==> config.mk <==
export PLATFORM = sky130hd
export DESIGN_NAME = fetch_unit
export DESIGN_NICKNAME = d
export VERILOG_FILES = /design/src/rtl/legv8_pkg.sv /design/src/rtl/fetch_unit_ifid_reg.sv /design/src/rtl/fetch_unit.sv
export SDC_FILE = /design/constraint.sdc
export NUM_CORES = 1
export LEC_CHECK = 0
export CAP_MARGIN = 20
export CORE_UTILIZATION = 43
export CTS_CLUSTER_SIZE = 16
export DETAILED_ROUTE_END_ITERATION = 6
export PLACE_DENSITY_LB_ADDON = 0.05
export SYNTH_ARGS = -nofsm -noshare
export SYNTH_HDL_FRONTEND = slang
export SYNTH_SLANG_ARGS = --single-unit
==> constraint.sdc <==
create_clock -name clock -period 2 [get_ports clock]
set_input_delay 0.2 -clock clock [delete_from_list [all_inputs] [get_ports clock]]
set_output_delay 0.2 -clock clock [all_outputs]
set_load 0.01 [all_outputs]
==> src/rtl/legv8_pkg.sv <==
// legv8_pkg: shared widths, constants and bundle types
// for the LegV8 pipeline stages.
package legv8_pkg;

   localparam int INSTR_W = 32;
   localparam int PC_W    = 64;

   localparam logic [INSTR_W-1:0] HALT_WORD_DEFAULT =
      32'hD600_03E0;

   typedef enum logic {
      FS_RUN,
      FS_HALT
   } fetch_state_t;

   typedef struct packed {
      logic [INSTR_W-1:0] instr;
      logic [PC_W-1:0]    pc;
   } if_id_t;

endpackage

==> src/rtl/fetch_unit_ifid_reg.sv <==
// ifid_reg: IF/ID output register with valid/ready
// hold and flush.
module ifid_reg
   import legv8_pkg::*;
(
   input  logic   clock,
   input  logic   reset,
   input  logic   flush,
   input  logic   load,
   input  if_id_t load_data,
   input  logic   out_ready,
   output logic   out_valid,
   output if_id_t out_data
);

   // flush wins over load; payload holds unless a new word lands
   always_ff @(posedge clock) begin
      if (reset) begin
         out_valid <= 1'b0;
         out_data  <= '0;
      end else if (flush) begin
         out_valid <= 1'b0;
      end else if (load) begin
         out_valid <= 1'b1;
         out_data  <= load_data;
      end else if (out_valid && out_ready) begin
         out_valid <= 1'b0;
      end
   end

endmodule

==> src/rtl/fetch_unit.sv <==
// fetch_unit: PC, run/halt FSM and ROM addressing for
// the LegV8 fetch stage.
module fetch_unit
   import legv8_pkg::*;
#(
   parameter logic [PC_W-1:0]    RESET_PC  = 64'd0,
   parameter int                 ADDR_W    = 16,
   parameter logic [INSTR_W-1:0] HALT_WORD = HALT_WORD_DEFAULT
) (
   input  logic               clock,
   input  logic               reset,
   output logic [ADDR_W-1:0]  rom_addr,
   input  logic [INSTR_W-1:0] rom_data,
   input  logic               redirect,
   input  logic [PC_W-1:0]    redirect_pc,
   output logic               out_valid,
   input  logic               out_ready,
   output logic [INSTR_W-1:0] out_instr,
   output logic [PC_W-1:0]    out_pc,
   output logic               halted
);

   logic [PC_W-1:0] pc_q;
   fetch_state_t    state_q;
   fetch_state_t    state_d;
   logic            advance;
   logic            capture;
   logic            hit;
   if_id_t          cap;
   if_id_t          ifid_q;

   assign advance  = !out_valid || out_ready;
   assign hit      = (rom_data == HALT_WORD);
   assign capture  = (state_q == FS_RUN) && advance
                     && !redirect;
   assign rom_addr = pc_q[ADDR_W-1:0];
   assign halted   = (state_q == FS_HALT);
   assign cap      = '{instr: rom_data, pc: pc_q};

   // PC: redirect target, else step past each non-halt capture
   always_ff @(posedge clock) begin
      if (reset)
         pc_q <= RESET_PC;
      else if (redirect)
         pc_q <= redirect_pc;
      else if (capture && !hit)
         pc_q <= pc_q + 64'd1;
   end

   // run/halt state register
   always_ff @(posedge clock) begin
      if (reset)
         state_q <= FS_RUN;
      else
         state_q <= state_d;
   end

   // next state: redirect restarts, capturing the halt word stops
   always_comb begin
      state_d = state_q;
      unique case (1'b1)
         redirect:        state_d = FS_RUN;
         (capture && hit): state_d = FS_HALT;
         default:         state_d = state_q;
      endcase
   end

   ifid_reg u_ifid (
      .clock     (clock),
      .reset     (reset),
      .flush     (redirect),
      .load      (capture),
      .load_data (cap),
      .out_ready (out_ready),
      .out_valid (out_valid),
      .out_data  (ifid_q)
   );

   assign out_instr = ifid_q.instr;
   assign out_pc    = ifid_q.pc;

endmodule

* Word-level counts from Yosys, hierarchy flattened *
Index checks and enable logic that the tools add are counted.

cells by class
  muxes and demuxes = 5
  eq/ne operators = 1
  bitwise gates (word level) = 2
  add/subtract/negate cells = 1
  reduce and logical (&&, ||, !) cells = 14

operators by type and width
  kind                                           count
  two-way mux 64 bit                             2
  adder 64 x 1 -> 64 bit, second input constant  1
  equality test 32 bit, second input constant    1
  nonzero test 2 bit                             3
  logical AND 1 bit                              5
  logical NOT 1 bit                              3
  two-way mux 1 bit                              2
  NOT 1 bit                                      2
  case mux 1 bit (2 select lines)                1
  AND reduction 2 bit                            1
  OR reduction 2 bit                             1
  logical OR 1 bit                               1

storage, ports and cells
  input port bits = 100
  flip-flop bits (word level) = 162
  logic and storage cells = 28

* Logic depth before layout (Yosys ltp) *
Gate-level depths: netlist (run 1).

  word-level depth = 7
  gate-level depth with buffers = 9
  depth with buffers taken out = 7

* Modules after synthesis *
From an unflattened synthesis (run 1), not the netlist that was laid out.

second synthesis, totals
  cell total of the unflattened synthesis = 1,016
  area, all modules = 8,972.4 µm²

by module, submodules not included
  module      area an instance (µm²)  times used  cells an instance
  fetch_unit  4,594.4                 1           576
  ifid_reg    4,377.9                 1           440

* Worst setup path after synthesis (run 1) *
No wires, ideal clock.

  path kind = register to register
  start point = reg pc_q[10]
  end point = reg pc_q[41]
  clock period less this slack = 2.183 ns
  required time = 1.930 ns
  stages on the path, launching flop included = 7
  data arrival time = 2.113 ns
  path slack = -0.183 ns
  setup time = 0.070 ns
  buffers on the path = 0
  path through = dfxtp_1 nand4_4 or2_1 or3_4 nor4_1 mux2_2 a21oi_1

on the way
  word-level cells in the longest chain between the ends = 3

ends and longest elaborated chain
  item                    line              source
  from (decl)             fetch_unit.sv:23  logic [PC_W-1:0] pc_q;
  from (signal assigned)  fetch_unit.sv:45  pc_q <= redirect_pc;
  from (signal assigned)  fetch_unit.sv:47  pc_q <= pc_q + 64'd1;
  adder 64 x 1 -> 64 bit  fetch_unit.sv:47
  two-way mux 64 bit      fetch_unit.sv:46  else if (capture && !hit)
  two-way mux 64 bit      fetch_unit.sv:44  else if (redirect)

Every way passes these cells. The select of a mux whose other input is x is not followed.
A chain may end at the register's enable or synchronous reset.

* Final worst setup path (run 1) *
  start point = reg pc_q[9]
  end point = reg pc_q[39]

Same word-level chain as after synthesis.

==> metrics, run 1 <==
status complete, but fails checks; failing checks setup timing; slew of the pin with the lowest slew margin about 0.43 ns; Crit. End Element register; sw frac 0.267; largest family of logic cells by synthesized area simple AND/OR/NAND/NOR gates; Compound-Gate Fraction of Synth Area 0.159; first-pass GRT wire length roughly 38 mm; nets between 1000 and 1500; Top Ports 214; DRT iter0 DRCs 483; Final TNS setup -0.177 ns; proportion of layout cells with a drive suffix above 1 0.219; fin. max-slew vios 0; DP HPWL 17.2 mm; r2r setup slk -0.04 ns; commonest non-fill, non-tap cells in the layout nand2_1 (229), clkdlybuf4s50_1 (212), dfxtp_1 (138), buf_4 (137), a21oi_1 (106); pin count of the biggest net entering global routing 69; reg2reg path depth 7; Tmin final 2.04 ns; Rel. slew slack 0.710; vias in the first global route 7414; R2R Path End pc_q[39]; worst-skew pair later-pin latency 0.43 ns; critical path arrival ~2.4 ns; RSZ-0062 raised after global routing true; final setup vio count 6; grt ovf 0; Via density approximately 5.4; Clk pwr share 0.379; combinational fraction of design power 0.169; syn_nets about 1100; leak pwr 4.26 nW; DR DRC count 0; Synth-to-Final Area Change 58.9%; core area 16700 um2; fmax roughly 0.49 GHz; Setup WS post-layout -0.0438 ns; # diodes 0; Int Pwr ~0.0057 W; synthesized area per cell just under 8 um2; Flop pwr share 0.452; Placed Instances 1451; Worst-path clk slew 0.06 ns; reg2reg start pc_q[9]; Post-Layout Cell Count about 1500; worst endpoint required time 2.33 ns; Final period util 1.02; I/O Buffers 213; crit path launch pc_q[9]; Max Cap Viol 0; NetSw 0.00209 W; CTS Buffer Depth 2; CP delay by family, top simple AND/OR/NAND/NOR gates; Hold Crit Class primary input to register; Initial DRT Pass Iterations 5; Crit-path slowest cell nor4_4; critical path class register to register; Worst Hold Path Cells 2; root buffer cell clkbuf_16; Startpoint Class register; mux contribution to synthesized area 0.00558; CP peak stage delay 0.39 ns; crit path buf inv count 2; WL final 24.5 mm; sequential-to-total area share from yosys stat 0.438; Post-DRT Antenna Nets 0; adder-cell share of the synthesized area 0.00169; die width 133 um; pwr dens approximately 660 nW/um2; worst hold endpoint pc_q[41]; mapped cell area 7410 um2; CP Cell Sequence nand4_4, nor4_4, buf_4, o2111ai_4, buf_6, or3_1, a311oi_2; Syn. warnings 0; top_reg_cell synth dfxtp_1; commonest non-fill, non-tap cell in the layout nand2_1; initial antenna violation count 0; vias post-DR approximately 8000; clock tree sinks 162; placement row count 47; GRT Overall Usage 0.272; cell count after synthesis 952; TritonCTS clock tree done; Max FO, Critical Path 6; Post-synth ARST share 0; die height around 130 um; Max VDD drop ~0.64 mV; #FFs+latches synth 162; Final GP Congestion 0.932; CTS Buf Count 17; die footprint 17800 um2; Synth cell types 55; xor and xnor area share after synthesis 0.0520; CTS H-tree depth 4; clk_skew 0.0120 ns; Final Hold Fails 0; Synth Area in Simple Gates 0.290; count of flip-flops with a built-in enable after synthesis 0; Starting Density 0.443; Avg WL per Cell 16.4 um; hold path startpoint reset
## kinds of logic (layout without fill, tap and decap cells)
| logic type | after synthesis | in the layout |
|---|---|---|
| flops | 162 | 162 |
| fa+ha+maj | 1 | 1 |
| buf+inv | 89 | 413 |
| simple gates | 460 | 460 |
| mux | 4 | 4 |
| compound gates | 192 | 192 |
| xor+xnor | 44 | 44 |
## sequential cells by signal, summed over array words and instances, names as in the netlist
name,cells
pc_q,64
u_ifid.out_data,96
u_ifid.out_valid,1
halted,1
## repair_timing
item / CTS / global route
pin swaps: 19 / 30
hold endpoints to repair: 0 / 0
gates cloned: 0 / 0
endpoints found under the setup margin: 41 / 99
hold buffers: 0 / 0
setup buffers: 5 / 8
gates resized for setup: 31 / 78
## stage by stage
step | power [W] | area, um2 | setup WS, ns | utilization | hold WS (ns)
2_1_floorplan | 0.00413 | 7430 | 0.00567 | - | 0.336
4_1_cts | 0.00784 | 11400 | -0.0603 | 0.681 | 0.162
3_3_place_gp | 0.00486 | 10700 | -0.433 | 0.638 | 0.441
3_5_place_dp | 0.00487 | 10700 | -0.494 | 0.638 | 0.446
6_report | 0.00783 | 11800 | -0.0438 | 0.705 | 0.176
5_1_grt | 0.00813 | 11800 | -0.127 | 0.705 | 0.178
## metal layers
layer,routed length [um],global-route usage,vias up,part of all wire
met5,0,0,-,0
met3,1570,0.0495,43,0.064
li1,-,-,3944,-
met4,560,0.0960,0,0.023
met1,11300,0.370,3733,0.46
met2,11100,0.433,322,0.45
## area by class of cell
| cell class | count | area, um2 |
|---|---|---|
| clock inverters | 11 | 80.1 |
| flip-flops and latches | 162 | 3290 |
| clock buffers | 21 | 450 |
| multi-input cells | 701 | 4180 |
| well taps | 220 | 275 |
| repair buffers | 371 | 3460 |
| fillers | 1400 | 4930 |
| inverters | 10 | 37.5 |
## cell usage after synthesis (15+ instances only)
cell type / number / area, um2
a21oi_1: 107 / 536
clkbuf_1: 53 / 199
nor2_1: 71 / 267
a211oi_1: 41 / 308
buf_4: 16 / 120
nor4_1: 23 / 144
nand4_1: 31 / 194
nor3_1: 18 / 90.1
xnor2_1: 29 / 254
nand3_1: 34 / 170
xor2_1: 15 / 131
dfxtp_1: 162 / 3240
nand2_1: 232 / 871
## power by group through the flow
stage               sequential, W  clock (W)  combinational, W
floorplan                 0.00366          0          0.000475
detailed placement        0.00360          0           0.00128
global placement          0.00359          0           0.00127
global route              0.00356    0.00315           0.00143
CTS                       0.00353    0.00302           0.00129
finish                    0.00354    0.00296           0.00132
## worst reg2reg max path, stage by stage (launching register included)
cell and delay (ns):
dfxtp_4 0.36, nand4_4 0.13, nor4_4 0.40, buf_4 0.19
o2111ai_4 0.14, buf_6 0.19, or3_1 0.32, a311oi_2 0.22
## worst max-delay path by stage
stage,endpoint,cells after the start
6_report,pc_q[39],7
2_1_floorplan,pc_q[41],6
5_1_grt,pc_q[49],6
3_3_place_gp,pc_q[41],9
4_1_cts,pc_q[39],7
3_5_place_dp,pc_q[40],9
Power figures use the tool's default switching activity.
==> inputs of run 2 (changes only) <==
ABC_AREA = 1   (was unset)
CORE_UTILIZATION = 45   (was 43)
==> run 2 against run 1 <==
The run now ends clean. Clock skew fell by 0.0034 ns. Synthesized cell count rose by 43%. Register-to-register slack improved by 0.18 ns. Worst setup slack improved by 0.18 ns. Critical path type unchanged.
==> metrics, run 2 <==
final setup vio count 0 (-6); grt ovf 0 (unchanged); cell with the most instances on the worst path nand2_1; Final Hold Fails 0 (unchanged); Post-CTS Setup Inserts 0 (-5); commonest non-fill, non-tap cell in the layout nand2_1; mux contribution to synthesized area 0.00117 (-0.00441); NetSw 0.00256 W (+23%); Crit. End Element register; cell depth of the worst setup path 9 (+2); Design Area, Final 11900 um2 (+1.1%); Clk pwr share 0.394 (+0.015); I/O Buffers 213 (unchanged); max reg flops 96 (unchanged); #FFs+latches synth 162 (unchanged); Via density 5.10 (-5.1%); Worst Hold Path Cells 4 (+2); critical path arrival 2.16 ns (-0.22 ns); synthesized area per cell 6.31 um2 (-19%); combinational fraction of design power 0.177 (+0.008); Startpoint Class register; dpl cell area 11300 um2 (+5.6%); initial antenna violation count 0 (unchanged); placement row count 50 (+6.4%); area occupied by registers 3250 um2 (-1.2%); CTS Buf Count 17 (unchanged); CP peak stage delay 0.45 ns (+0.06 ns); fmax 0.537 GHz (+9.7%); crit path buf inv count 0 (-2); CP delay by family, top simple AND/OR/NAND/NOR gates; TritonCTS clock tree done; ranking of synthesized cells by area dfxtp_1 (38%), nand2_1 (16%), nor2_1 (13%); root buffer cell clkbuf_16; Rel. slew slack 0.500 (-0.210); fin. max-slew vios 0 (unchanged); die width 140 um (+5.1%); Final Total Pwr 0.00848 W (+8.4%); proportion of layout cells with a drive suffix above 1 0.0995 (-0.120); CTS H-tree depth 4 (unchanged); sw frac 0.302 (+0.0355); Tmin final 1.86 ns (-0.180 ns); Max FO, Critical Path 5 (-1); Int Pwr 0.00592 W (+3.1%); biggest regs u_ifid.out_data (96), pc_q (64); Top Ports 214 (unchanged); clock tree sinks 162 (unchanged); xor and xnor area share after synthesis 0.0235 (-0.0285); most common cell in the netlist nand2_1; slew of the pin with the lowest slew margin 0.751 ns (+0.317 ns); fillcell total 1759 (+26%); first-pass GRT wire length 47.3 mm (+23%); # diodes 0 (unchanged); RSZ-0062 raised after global routing false; worst endpoint required time 2.30 ns (-0.03 ns); vias in the first global route 8901 (+20%); Post-DRT Antenna Nets 0 (unchanged); Max Cap Viol 0 (unchanged); CTS Buffer Depth 2 (unchanged); core area 18700 um2 (+12%); status finished, final reports clean; count of flip-flops with a built-in enable after synthesis 0 (unchanged); Placed Instances 1800 (+24%); pin count of the biggest net entering global routing 75 (+8.7%); WHS 0.164 ns (-0.0124 ns); Post-synth ARST share 0 (unchanged); synth cell count leaders nand2_1 (361), nor2_1 (295), dfxtp_1 (162), o21ai_0 (117), a21oi_1 (100); Compound-Gate Fraction of Synth Area 0.140 (-0.0190); area of the multi-input gates 4690 um2 (+12%); largest family of logic cells by synthesized area simple AND/OR/NAND/NOR gates; Yosys top cell area share 0.378 (-0.0598); Hold Crit Class primary input to register; critical path class register to register; pwr dens 712 nW/um2 (+7.1%); die footprint 19600 um2 (+10%); Starting Density 0.459 (+0.0151); Worst-path clk slew 0.07 ns (about the same); die height 140 um (+5.1%); DP HPWL 21.9 mm (+28%); Synth-to-Final Area Change 38.8%; DRT iter0 DRCs 669 (+39%); Synth Area in Simple Gates 0.376 (+0.0861); reg2reg path depth 9 (+2); Flop pwr share 0.430 (-0.022); Final period util 0.932 (-0.0902); worst-skew pair later-pin latency 0.44 ns (about the same); syn_nets 1460 (+39%); nets 1686 (+24%); GRT Overall Usage 0.309 (+0.0370); Post-Layout Cell Count 1832 (+22%); CP Cell Sequence nand2_1, nor2_1, nand2_1, nor2_1, nand2_1, o21ai_0, nand3_1, nand2_1, a21oi_1; top_reg_cell synth dfxtp_1; area leader, netlist dfxtp_1; vias post-DR 9344 (+16%); Max VDD drop 0.647 mV (+1.8%); Initial DRT Pass Iterations 6 (+1); sequential-to-total area share from yosys stat 0.378 (-0.0598); WL final 29.4 mm (+20%); Syn. warnings 0 (unchanged); Synth cell types 35 (-36%); leak pwr 4.70 nW (+11%); Reg with most FFs u_ifid.out_data; commonest non-fill, non-tap cells in the layout nand2_1 (360), nor2_1 (289), clkdlybuf4s50_1 (211), dfxtp_1 (158), o21ai_0 (117); Final GP Congestion 1.03 (+10%); adder-cell share of the synthesized area 0.00146 (-0.000231); DR DRC count 0 (unchanged); clk_skew 0.00859 ns (-0.00338 ns); Avg WL per Cell 16.1 um (-1.9%); cell count after synthesis 1359 (+43%); mapped cell area 8580 um2 (+16%); Crit-path slowest cell dfxtp_1
==> run 2: cell types whose count changed after synthesis, sizes merged, moves of 8 or more <==
cell	change
nor4	-25
nor3	-14
o21ai	+116
clkbuf	-9
nor2	+242
or3	-8
nand4	-20
a211oi	-40
xnor2	-16
and3	-10
buf	+10
nand2	+141
inv	+67
nand3	+37
==> run 2: path summary, 6_finish.rpt <==
kind / slack [ns] / to / start
max: 0.14 / pc_q[57] / pc_q[28]
min reg2reg: 0.46 / u_ifid.out_data[22] / u_ifid.out_data[22]
min: 0.16 / pc_q[19] / reset
max reg2reg: 0.14 / pc_q[57] / pc_q[28]
==> run 2: cell families (layout without fill, tap and decap cells) <==
family / after synthesis / after routing
mux: 1 / 1
buf+inv: 158 / 397
simple gates: 779 / 779
compound gates: 235 / 235
fa+ha+maj: 1 / 1
flops: 162 / 162
xor+xnor: 23 / 23
==> run 2: per-layer routing <==
layer	global-route usage	vias to the layer above	routed length (um)
met3	0.0694	31	2200
met5	0	-	0
met2	0.480	326	12900
met4	0.0908	0	475
li1	-	4771	-
met1	0.427	4216	13800
==> run 2: timing repair <==
item                                    CTS  global route
endpoints found under the hold margin     0             0
resized for setup                         0            17
hold buffers                              0             0
endpoints found under the setup margin    0            65
==> run 2: power by group through the flow <==
stage          Sequential (W)  Combinational (W)  Clock, W
5_1_grt               0.00367            0.00165   0.00352
3_3_place_gp          0.00370            0.00147         0
3_5_place_dp          0.00371            0.00149         0
2_1_floorplan         0.00373           0.000648         0
6_report              0.00364            0.00150   0.00334
4_1_cts               0.00363            0.00150   0.00338
==> run 2: metrics by stage <==
step | TNS [ns] | utilization | setup WS [ns]
floorplan | 0 | - | 0.407
global placement | -21.97 | 0.602 | -0.331
detailed placement | -24.21 | 0.602 | -0.385
CTS | 0 | 0.634 | 0.00241
global route | 0 | 0.636 | 0.00125
finish | 0 | 0.636 | 0.137
==> run 2: area by class of cell <==
class,instances,share of cell area
Multi-Input combinational cell,1039,0.394
Sequential cell,162,0.273
Timing Repair Buffer,287,0.234
Clock buffer,18,0.0369
Inverter,78,0.0247
Tap cell,234,0.0246
Clock inverter,14,0.0136
==> run 2: worst min-delay path, delay by kind of cell <==
| kind | cells | cell delay [ns] |
|---|---|---|
| buf+inv | 3 | 0.26 |
| simple gates | 1 | 0.10 |
==> inputs of run 3 (changes only) <==
PLACE_DENSITY_LB_ADDON = 0.08   (was 0.05)
SKIP_CTS_REPAIR_TIMING = 1   (was unset)
==> run 3 against run 2 <==
Wire length fell by 0.55%. Sequential power barely moved. Maximum frequency decreased by 0.27%. Non-clock buffer count shrank 15. Worst setup slack lost 0.0050 ns. Largest cell class unchanged. Clock power increased by 1%. Combinational power hardly changed. Register-to-register slack about the same.
==> metrics, run 3 (synthesis gave the netlist of run 2 again) <==
root buffer cell clkbuf_16; Final Hold Fails 0 (unchanged); pin count of the biggest net entering global routing 102 (+36%); Final GP Congestion 1.06 (+3.2%); critical path class register to register; final setup vio count 0 (unchanged); critical path arrival 2.22 ns (+0.06 ns); Final period util 0.934 (+0.00248); Initial DRT Pass Iterations 5 (-1); WL final 29.3 mm (-0.55%); Clk pwr share 0.397 (+0.003); Synth-to-Final Area Change 37.4%; biggest regs u_ifid.out_data (96), pc_q (64); worst endpoint required time 2.36 ns (+0.06 ns); Int Pwr 0.00610 W (+3.1%); CTS Buf Count 17 (unchanged); area occupied by registers 3250 um2 (unchanged); Layout Utilization 0.630 (-0.00635); Avg WL per Cell 16.1 um (+0.27%); grt ovf 0 (unchanged); initial antenna violation count 0 (unchanged); reg2reg start pc_q[1]; commonest non-fill, non-tap cells in the layout nand2_1 (359), nor2_1 (286), clkdlybuf4s50_1 (211), dfxtp_1 (158), o21ai_0 (117); Hold Crit Class primary input to register; Placed Instances 1785 (-0.83%); Flop pwr share 0.428 (-0.002); GRT Overall Usage 0.301 (-0.00812); fillcell total 1854 (+5.4%); clk_skew 0.00987 ns (+0.00127 ns); Tmin final 1.87 ns (+0.00496 ns); leak pwr 4.62 nW (-1.8%); status finished, final reports clean; Top Ports 214 (unchanged); Startpoint Class register; hold path startpoint redirect; DR DRC count 0 (unchanged); first-pass GRT wire length 46.1 mm (-2.7%); Post-DRT Antenna Nets 0 (unchanged); CTS Buffer Depth 2 (unchanged); Worst-path clk slew 0.07 ns (about the same); proportion of layout cells with a drive suffix above 1 0.0916 (-0.00790); placement row count 50 (unchanged); fin. max-slew vios 0 (unchanged); Max Cap Viol 0 (unchanged); fmax 0.535 GHz (-0.27%); crit path launch pc_q[1]; Crit. End Element register; TritonCTS clock tree done; Post-Layout Cell Count 1817 (-0.82%); die height 140 um (unchanged); die footprint 19600 um2 (unchanged); Max VDD drop 0.561 mV (-13%); slew of the pin with the lowest slew margin 0.724 ns (-0.0270 ns); vias post-DR 9322 (-0.24%); Starting Density 0.459 (unchanged); Reg with most FFs u_ifid.out_data; Rel. slew slack 0.517 (+0.0180); area of the multi-input gates 4680 um2 (-0.21%); # diodes 0 (unchanged); DRT iter0 DRCs 672 (+0.45%); core area 18700 um2 (unchanged); worst-skew pair later-pin latency 0.43 ns (about the same); sw frac 0.283 (-0.0190); pwr dens 722 nW/um2 (+1.4%); combinational fraction of design power 0.174 (-0.003); commonest non-fill, non-tap cell in the layout nand2_1; vias in the first global route 8615 (-3.2%); RSZ-0062 raised after global routing false; dpl cell area 11200 um2 (-0.89%); DP HPWL 21.7 mm (-1.1%); max reg flops 96 (unchanged); clock tree sinks 162 (unchanged); die width 140 um (unchanged); nets 1671 (-0.89%); NetSw 0.00241 W (-5.9%); CTS H-tree depth 4 (unchanged); Via density 5.13 (+0.59%); Max FO, Critical Path 5 (unchanged); I/O Buffers 213 (unchanged); Design Area, Final 11800 um2 (-1.0%)
[run 3: changes by cell type in the layout (fill, tap and decap cells not counted), sizes merged]
| cell | delta |
|---|---|
| buf | -14 |
| bufinv | +2 |
| clkbuf | +1 |
| clkinv | -4 |
| clkinvlp | +3 |
| inv | -3 |
[run 3: per-layer routing]
| layer | track usage | vias up | routed length (um) |
|---|---|---|---|
| li1 | - | 4741 | - |
| met4 | 0.104 | 0 | 649 |
| met3 | 0.0619 | 43 | 2240 |
| met2 | 0.456 | 354 | 12600 |
| met5 | 0 | - | 0 |
| met1 | 0.423 | 4184 | 13800 |
[run 3: worst paths after layout]
check / to / slack [ns] / cells past startpoint
max: pc_q[36] / 0.13 / 11
min: halted / 0.30 / 4
max reg2reg: pc_q[36] / 0.13 / 11
min reg2reg: u_ifid.out_data[15] / 0.46 / 2
[run 3: power by group through the flow]
| stage | logic, W | registers (W) | clock network (W) |
|---|---|---|---|
| floorplan | 0.000648 | 0.00373 | 0 |
| CTS | 0.00148 | 0.00364 | 0.00341 |
| detailed placement | 0.00148 | 0.00371 | 0 |
| global placement | 0.00146 | 0.00371 | 0 |
| finish | 0.00148 | 0.00365 | 0.00338 |
| global route | 0.00163 | 0.00367 | 0.00354 |
[run 3: critical path: stages, from the launching register on]
cell and delay, ns:
dfxtp_1 0.34, ha_1 0.20, nand2_1 0.08, nor2_2 0.16, nand2_4 0.13, nor2_4 0.22
nand2_2 0.13, inv_1 0.10, a21oi_1 0.07, nor2_2 0.21, nor2_1 0.08, nor2_1 0.08
[run 3: layout make-up]
type,count,area share
sequential,162,0.276
clock inverter,12,0.0125
multi-input combinational,1039,0.397
clock buffer,20,0.0379
inverter,78,0.0249
tap,234,0.0248
timing repair buffer,272,0.227
[run 3: metrics by stage]
step	setup slack [ns]	power, W	TNS (ns)	hold slack [ns]
6_report	0.132	0.00851	0	0.300
5_1_grt	0.00117	0.00884	0	0.320
4_1_cts	0.0375	0.00853	0	0.303
3_5_place_dp	-0.167	0.00518	-5.26	0.452
3_3_place_gp	-0.127	0.00517	-3.82	0.447
2_1_floorplan	0.407	0.00438	0	0.335
